--- config.mk ---
export PLATFORM = sky130hd
export DESIGN_NAME = imem_loader
export DESIGN_NICKNAME = d
export VERILOG_FILES = /design/src/rtl/imem_loader_pkg.sv /design/src/rtl/imem_word_packer.sv /design/src/rtl/imem_loader.sv
export SDC_FILE = /design/constraint.sdc
export NUM_CORES = 1
export LEC_CHECK = 0
export ABC_CLOCK_PERIOD_IN_PS = 2500
export CORE_MARGIN = 4
export CORE_UTILIZATION = 26
export CTS_CLUSTER_SIZE = 40
export DETAILED_ROUTE_END_ITERATION = 6
export MAX_ROUTING_LAYER = met4
export PLACE_DENSITY = 0.47
export SLEW_MARGIN = 20
export SYNTH_ARGS = -nofsm -noshare
export SYNTH_HDL_FRONTEND = slang
export SYNTH_HIERARCHICAL = 1
export SYNTH_SLANG_ARGS = --single-unit
export TNS_END_PERCENT = 100
--- constraint.sdc ---
create_clock -name clock -period 2.5 [get_ports clock]
set_input_delay 0.625 -clock clock [delete_from_list [all_inputs] [get_ports clock]]
set_output_delay 0.625 -clock clock [all_outputs]
set_load 0.05 [all_outputs]
--- src/rtl/imem_loader_pkg.sv ---
// rtl/imem_loader_pkg.sv - shared types and constants for the instruction memory loader
package imem_loader_pkg;

  localparam int XLEN           = 32;
  localparam int BYTES_PER_WORD = 4;

  typedef enum logic [1:0] {
    IDLE    = 2'd0,
    COLLECT = 2'd1,
    WRITE   = 2'd2,
    DONE    = 2'd3
  } state_t;

endpackage

--- src/rtl/imem_word_packer.sv ---
// rtl/imem_word_packer.sv - little-endian byte-to-word assembler for the loader
module imem_word_packer
  import imem_loader_pkg::*;
(
  input  logic            clock,
  input  logic            reset,
  input  logic            clear,
  input  logic            beat,
  input  logic [7:0]      byte_in,
  output logic [XLEN-1:0] word_next,
  output logic            word_full
);

  logic [1:0]      byte_idx;
  logic [XLEN-1:0] word;

  // Word as it will look once the current byte lands in its lane; the FSM
  // captures this directly on the final beat so WRITE needs no extra cycle.
  always_comb begin
    word_next = word;
    word_next[{byte_idx, 3'b000} +: 8] = byte_in;
    word_full = beat && (byte_idx == 2'(BYTES_PER_WORD - 1));
  end

  // Lane index and partial word; the 2-bit index wraps to 0 after the 4th byte.
  always_ff @(posedge clock) begin
    if (reset || clear) begin
      byte_idx <= '0;
      word     <= '0;
    end else if (beat) begin
      word     <= word_next;
      byte_idx <= byte_idx + 2'd1;
    end
  end

endmodule

--- src/rtl/imem_loader.sv ---
// rtl/imem_loader.sv - byte stream to instruction memory write master with core hold
module imem_loader
  import imem_loader_pkg::*;
#(
  parameter int DEPTH     = 32,
  parameter int BASE_ADDR = 1,
  parameter int CNT_W     = 6
) (
  input  logic             clock,
  input  logic             reset,
  input  logic             start,
  input  logic [CNT_W-1:0] word_count,
  input  logic [7:0]       byte_in,
  input  logic             byte_valid,
  output logic             byte_ready,
  output logic [XLEN-1:0]  WriteReg,
  output logic [XLEN-1:0]  WriteData,
  output logic             RegWrite,
  output logic             cpu_hold,
  output logic             busy,
  output logic             done,
  output logic             err
);

  // Word 0 holds the reset NOP, so at most DEPTH-BASE_ADDR words fit.
  localparam logic [CNT_W-1:0] MAX_WORDS  = CNT_W'(DEPTH - BASE_ADDR);
  localparam logic [CNT_W-1:0] FIRST_ADDR = CNT_W'(BASE_ADDR);

  state_t           state;
  logic [CNT_W-1:0] addr;
  logic [CNT_W-1:0] remaining;
  logic             beat;
  logic             pk_clear;
  logic             word_full;
  logic [XLEN-1:0]  word_next;

  assign byte_ready = (state == COLLECT);
  assign beat       = byte_valid && byte_ready;
  assign pk_clear   = (state == IDLE) || (state == WRITE);

  imem_word_packer u_packer (
    .clock     (clock),
    .reset     (reset),
    .clear     (pk_clear),
    .beat      (beat),
    .byte_in   (byte_in),
    .word_next (word_next),
    .word_full (word_full)
  );

  // Load sequencer: count check, word collection, one write strobe per word.
  always_ff @(posedge clock) begin
    if (reset) begin
      state     <= IDLE;
      addr      <= '0;
      remaining <= '0;
      WriteReg  <= '0;
      WriteData <= '0;
      RegWrite  <= 1'b0;
      cpu_hold  <= 1'b0;
      busy      <= 1'b0;
      done      <= 1'b0;
      err       <= 1'b0;
    end else begin
      RegWrite <= 1'b0;
      done     <= 1'b0;
      err      <= 1'b0;
      case (state)
        IDLE: begin
          if (start) begin
            if (word_count == '0 || word_count > MAX_WORDS) begin
              err <= 1'b1;
            end else begin
              remaining <= word_count;
              addr      <= FIRST_ADDR;
              cpu_hold  <= 1'b1;
              busy      <= 1'b1;
              state     <= COLLECT;
            end
          end
        end
        COLLECT: begin
          if (word_full) begin
            RegWrite  <= 1'b1;
            WriteReg  <= {{(XLEN - CNT_W){1'b0}}, addr};
            WriteData <= word_next;
            state     <= WRITE;
          end
        end
        WRITE: begin
          addr      <= addr + 1'b1;
          remaining <= remaining - 1'b1;
          if (remaining == CNT_W'(1)) begin
            done  <= 1'b1;
            busy  <= 1'b0;
            state <= DONE;
          end else begin
            state <= COLLECT;
          end
        end
        DONE: begin
          cpu_hold <= 1'b0;
          state    <= IDLE;
        end
        default: state <= IDLE;
      endcase
    end
  end

endmodule

# Word level (Yosys, flattened, before mapping)
# Cells that the tools add are included.
totals:
  register_bits: 91
  latchBits: 0
  mem_bits_rw: 0
  romBits: 0
  in_bits: 18
  out_inout_bits: 70
  elab_cells: 69
  n_memories: 0
classes:
  n_addsub: 4
  n_mul: 0
  n_div: 0
  magnitude_cmp: 1
  n_eq_ne: 9
  shifts: 2
  mux: 20
  bitwise_logic: 4
  n_reduce_logical: 17
op_table:
  columns: ["op", "count"]
  rows:
  - ["$bwmux 32", 1]
  - ["$shift 8x7->32 const A", 1]
  - ["$shiftx 8x7->32", 1]
  - ["$mux 6", 4]
  - ["$pmux 6 s2", 2]
  - ["$reduce_and 3->1", 3]
  - ["$mux 2", 4]
  - ["$pmux 2 s4", 1]
  - ["$neg 5->7", 1]
  - ["$add 6x1->6 const B", 1]
  - ["$eq 2x2->1 const B", 3]
  - ["$eq 6x1->1 const B", 1]
  - ["$gt 6x5->1 const B", 1]
  - ["$logic_not 6->1", 1]
  - ["$mux 1", 6]
  - ["$sub 6x1->6 const B", 1]
  - ["$ne 2x1->1 const B", 2]
  - ["$ne 2x2->1 const B", 2]
  - ["$not 1->1", 4]
  - ["$pmux 1 s2", 2]
  - ["$reduce_and 4->1", 1]
  - ["$reduce_bool 2->1", 2]
  - ["$reduce_or 2->1", 2]
  - ["$logic_or 1x1->1", 3]
  - ["6 further kinds", 7]

# Logic depth before layout (Yosys ltp)
logic_depth:
  word_depth: 5
  depth_mapped: 10
  ltp_nobuf: 7

# Modules after synthesis
# The synthesis kept the hierarchy.
by_module_without_submodules:
  columns: ["module", "instances", "cells_per_inst", "area_each_um2"]
  rows:
  - ["imem_loader", 1, 301, 2407.3]
  - ["imem_word_packer", 1, 214, 1795.5]

# Worst setup path after synthesis
# Ideal clock, no wire load.
synth_timing:
  kind: "input to register"
  startpoint: "in byte_valid"
  endpoint: "reg WriteData[25]"
  arrival_ns: 1.956
  t_required_ns: 2.429
  path_slack_ns: 0.474
  stages: 9
  n_path_buf: 3
  cell_sequence: "and3_1 -> buf_2 -> nand2_1 -> inv_1 -> and3_1 -> buf_2 -> clkbuf_1 -> nand2_1 -> a21oi_1"
synth_via:
  elab_chain_len: 3
synth_rtl:
  columns: ["item", "line", "text"]
  rows:
  - ["start: declaration", "imem_loader.sv:14", "input logic byte_valid,"]
  - ["$logic_and 1x1->1", "imem_loader.sv:38", "assign beat = byte_valid && byte_ready;"]
  - ["$logic_and 1x1->1", "imem_word_packer.sv:22", "word_full = beat && (byte_idx == 2'(BYTES_PER_WORD - 1));"]
  - ["net word_full", "imem_loader.sv:34", "logic word_full;"]
  - ["$reduce_and 2->1 (no line)", null, null]
  - ["end signal: assignment", "imem_loader.sv:86", "WriteData <= word_next;"]
  - ["end: declaration", "imem_loader.sv:17", "output logic [XLEN-1:0] WriteData,"]
# The timed path passes the listed nets, and every way through them passes these cells.
# A chain may end at the register's enable or synchronous reset.

# Final worst setup path
layout_timing:
  startpoint: "reg WriteData[15]"
  endpoint: "out WriteData[15]"
# No word-level cell between the ends.

==> summary.md <==
| Metric | Value |
|---|---|
| Antenna violations before repair | `0` |
| Minimum clock period | `2.124 ns` |
| Worst-Margin Slew | `0.6672 ns` |
| Post-DP HPWL | `8069 µm` |
| Pin count of the biggest net entering global routing | `56` |
| CTS tree | `done` |
| Clock sink count | `91` |
| Clock buffer depth | `2` |
| HP Class | `register to register` |
| R2R setup slack | `0.51 ns` |
| M1 WL | `5320 µm` |
| Leak Pwr | `0.001761 µW` |
| Worst Setup End Kind | `output port` |
| First-pass GRT wire length | `18400 µm` |
| Setup TNS | `0 ns` |
| Drt initial violations | `197` |
| Post-Syn Area | `4203 µm²` |
| Met3 WL | `514 µm` |
| Routed wire length | `11460 µm` |
| Endpoints failing setup | `0` |
| EDFF count, synth | `0` |
| DIE HEIGHT | `135.1 µm` |
| CTS buffer count | `9` |
| Buffers added on ports | `61` |
| Flops & latches, synth | `91` |
| Final hold violations | `0` |
| CP max-delay cell | `clkdlybuf4s50_1` |
| Worst setup SP type | `register` |
| Number of buffers and inverters on the critical path | `1` |
| Critical Path RT | `1.88 ns` |
| R2R Path Start | `u_packer/byte_idx[1]$_SDFFE_PP0P_` |
| Crit path kind | `register to output port` |
| Vias/cell | `4.673` |
| Post-route DRC | `0` |
| Hold path cells | `2` |
| Worst hold endpoint | `u_packer/word[19]$_SDFFE_PP0P_` |
| Arr. time, crit path | `1.50 ns` |
| Clock-pin slew on the worst setup and hold paths | `0.06 ns` |
| Outcome | `complete, no violations` |
| Synth cell types | `49` |
| Top Metal Used | `met4` |
| Core area | `15890 µm²` |
| Post-CTS setup buffers | `0` |
| Synthesis Warnings | `6` |
| Vias in the first global route | `3599` |
| Cells after Synth | `515` |
| MaxCap Viol Count | `0` |
| Max incr delay on CP | `0.82 ns` |
| Routability cong. | `0.7990` |
| Relative slew margins | `55.52%` |
| Power density over cell area | `569.0 nW/µm²` |
| RR Endpoint | `WriteData[31]$_SDFFE_PP0P_` |
| Worst IR Drop VDD | `283.9 µV` |
| Reg2Reg Depth | `7` |
| Pins Over Slew Limit | `0` |
| Most used DFF post-synth | `dfxtp_1` |
| All-Layer GR Usage | `12.95%` |
| CP Cell Sequence | `clkdlybuf4s50_1` |
| Clock Tree Root | `clkbuf_16` |
| Post-CTS Resized | `0` |
| Fin util | `32.60%` |
| Row count | `46` |
| Met2 routed WL | `5374 µm` |
| Hold_buf cts | `0` |
| Fin crit share | `84.96%` |
| Vias | `3654` |
| Diodes inserted | `0` |
| Worst skew pair latency | `0.34 ns` |
| DRT Pass-1 Iters | `4` |
| Tot Pwr | `2947 µW` |
| Die area | `18260 µm²` |
| Top delay family on crit path | `buffers and inverters` |
| Mean Syn Cell Area | `8.161 µm²` |
| Area grow syn2layout | `23.22%` |
| Starting Density | `26.46%` |
| Layout cell share with drive strength beyond 1 | `7.067%` |
| Num ports | `88` |
| Min-delay src | `u_packer/word[19]$_SDFFE_PP0P_` |
| DRT antenna net count | `0` |
| Critical path fanouts, max | `2` |
| Ys async rst share | `0%` |
| RSZ-0062 raised after global routing | `no` |
| DR WL/cell | `14.65 µm` |
| Die X | `135.1 µm` |
| Worst-case clock skew | `0.009103 ns` |
| GRT overflow | `0` |
| H-Tree Depth | `3` |
| Sequential share of the synthesized area | `43.35%` |
| Highest clock rate | `0.4708 GHz` |
| Final nets | `589` |
## synthesized netlist by cell type (all sizes together), types with 2 or more instances
| cell | number | area, µm² |
|---|---|---|
| a211oi | 2 | 20.02 |
| a21oi | 60 | 300.3 |
| a22o | 24 | 210.2 |
| a32oi | 19 | 166.4 |
| and3 | 5 | 31.28 |
| and3b | 2 | 17.52 |
| and4bb | 2 | 25.02 |
| buf | 44 | 295.3 |
| clkbuf | 21 | 78.83 |
| dfxtp | 91 | 1822 |
| ha | 8 | 100.1 |
| inv | 19 | 71.32 |
| nand2 | 110 | 412.9 |
| nand3 | 4 | 20.02 |
| nand4 | 5 | 31.28 |
| nand4b | 9 | 78.83 |
| nor2 | 40 | 150.1 |
| nor2b | 3 | 18.77 |
| nor3 | 4 | 20.02 |
| nor3b | 2 | 20.02 |
| o211ai | 2 | 15.01 |
| o21ai | 15 | 86.33 |
| o32ai | 2 | 25.03 |
| or2 | 2 | 12.51 |
| or3 | 3 | 23.77 |
| xnor2 | 2 | 17.52 |
| xor2 | 3 | 26.28 |
## cells by family after synthesis
kind of cell / after synthesis / share of synthesized area (%)
flops: 91 / 43.35
xor+xnor: 5 / 1.042
mux: 1 / 0.2382
buf+inv: 84 / 10.60
compound gates: 131 / 21.23
fa+ha+maj: 8 / 2.382
simple gates: 194 / 21.08
other cells: 1 / 0.08923
## worst reg2reg max path: cells and delay by family, from the launching register on
kind	cells	cell delay (ns)
adders and majority gates	1	0.37
buffers and inverters	1	0.09
and+or+nand+nor	3	0.74
DFF	1	0.37
AOI/OAI and AO/OA	2	0.35
## cell type report
cell class	count	area, µm²
Inverter	19	71.32
Tap cell	216	270.3
Fill cell	1721	10710
Clock buffer	11	232.7
Multi-Input combinational cell	365	2029
Clock inverter	3	17.52
Sequential cell	91	1822
Timing Repair Buffer	77	735.7
## per-stage QoR
stage | setup WS, ns | std cells | hold slack, ns | instance area, µm²
floorplan | 0.4737 | 540 | 0.4322 | 4297
global placement | 0.07919 | 768 | 0.4411 | 4928
detailed placement | 0.02136 | 768 | 0.4451 | 4928
CTS | 0.3457 | 782 | 0.4515 | 5179
global route | 0.3025 | 782 | 0.4711 | 5179
finish | 0.3759 | 782 | 0.4518 | 5179
## layer usage
metal	vias up	track usage [%]
met5	-	-
met4	0	4.871
met3	16	2.935
met2	87	20.35
met1	1739	16.30
li1	1812	-
## report_power, final
group / internal [µW] / leakage (µW) / switching [µW] / total [µW]
Sequential: 1460 / 0.000734 / 10.0 / 1470
Combinational: 65.4 / 0.000906 / 204 / 270
Clock: 660 / 0.000121 / 546 / 1210
## cells in the final DEF, fill, tap and decap left out, types with 3 or more instances in the layout
cell type	synthesis	routed
nand2_1	110	110
dfxtp_1	91	91
a21oi_1	60	60
clkdlybuf4s50_1	0	59
nor2_1	40	40
conb_1	1	26
a22o_1	24	24
inv_1	19	19
a32oi_1	19	19
buf_4	28	16
nand4b_1	9	9
o21ai_1	9	9
clkbuf_16	0	9
ha_1	8	8
and3_1	5	5
o21ai_0	5	5
nand4_1	5	5
nor3_1	4	4
nand3_1	4	4
nor2b_1	3	3
xor2_1	3	3
## state kept, by name, summed over array words and instances, names as in the netlist
name / count
RegWrite: 1
WriteData: 32
WriteReg: 6
addr: 6
busy: 1
cpu_hold: 1
done: 1
err: 1
remaining: 6
state: 2
u_packer/byte_idx: 2
u_packer/word: 32
## worst max path at each step
stage / start / end / slack (ns) / cells past startpoint
final: WriteData[15]$_SDFFE_PP0P_ / WriteData[15] / 0.38 / 1
after global routing: state[0]$_SDFFE_PP0P_ / byte_ready / 0.30 / 3
after CTS: WriteData[15]$_SDFFE_PP0P_ / WriteData[15] / 0.35 / 1
after detailed placement: word_count[4] / remaining[0]$_SDFFE_PP0P_ / 0.02 / 6
after global placement: word_count[4] / remaining[1]$_SDFFE_PP0P_ / 0.08 / 6
after floorplan: byte_valid / WriteData[25]$_SDFFE_PP0P_ / 0.47 / 9
Note: power is estimated with default switching activity, not from simulation.
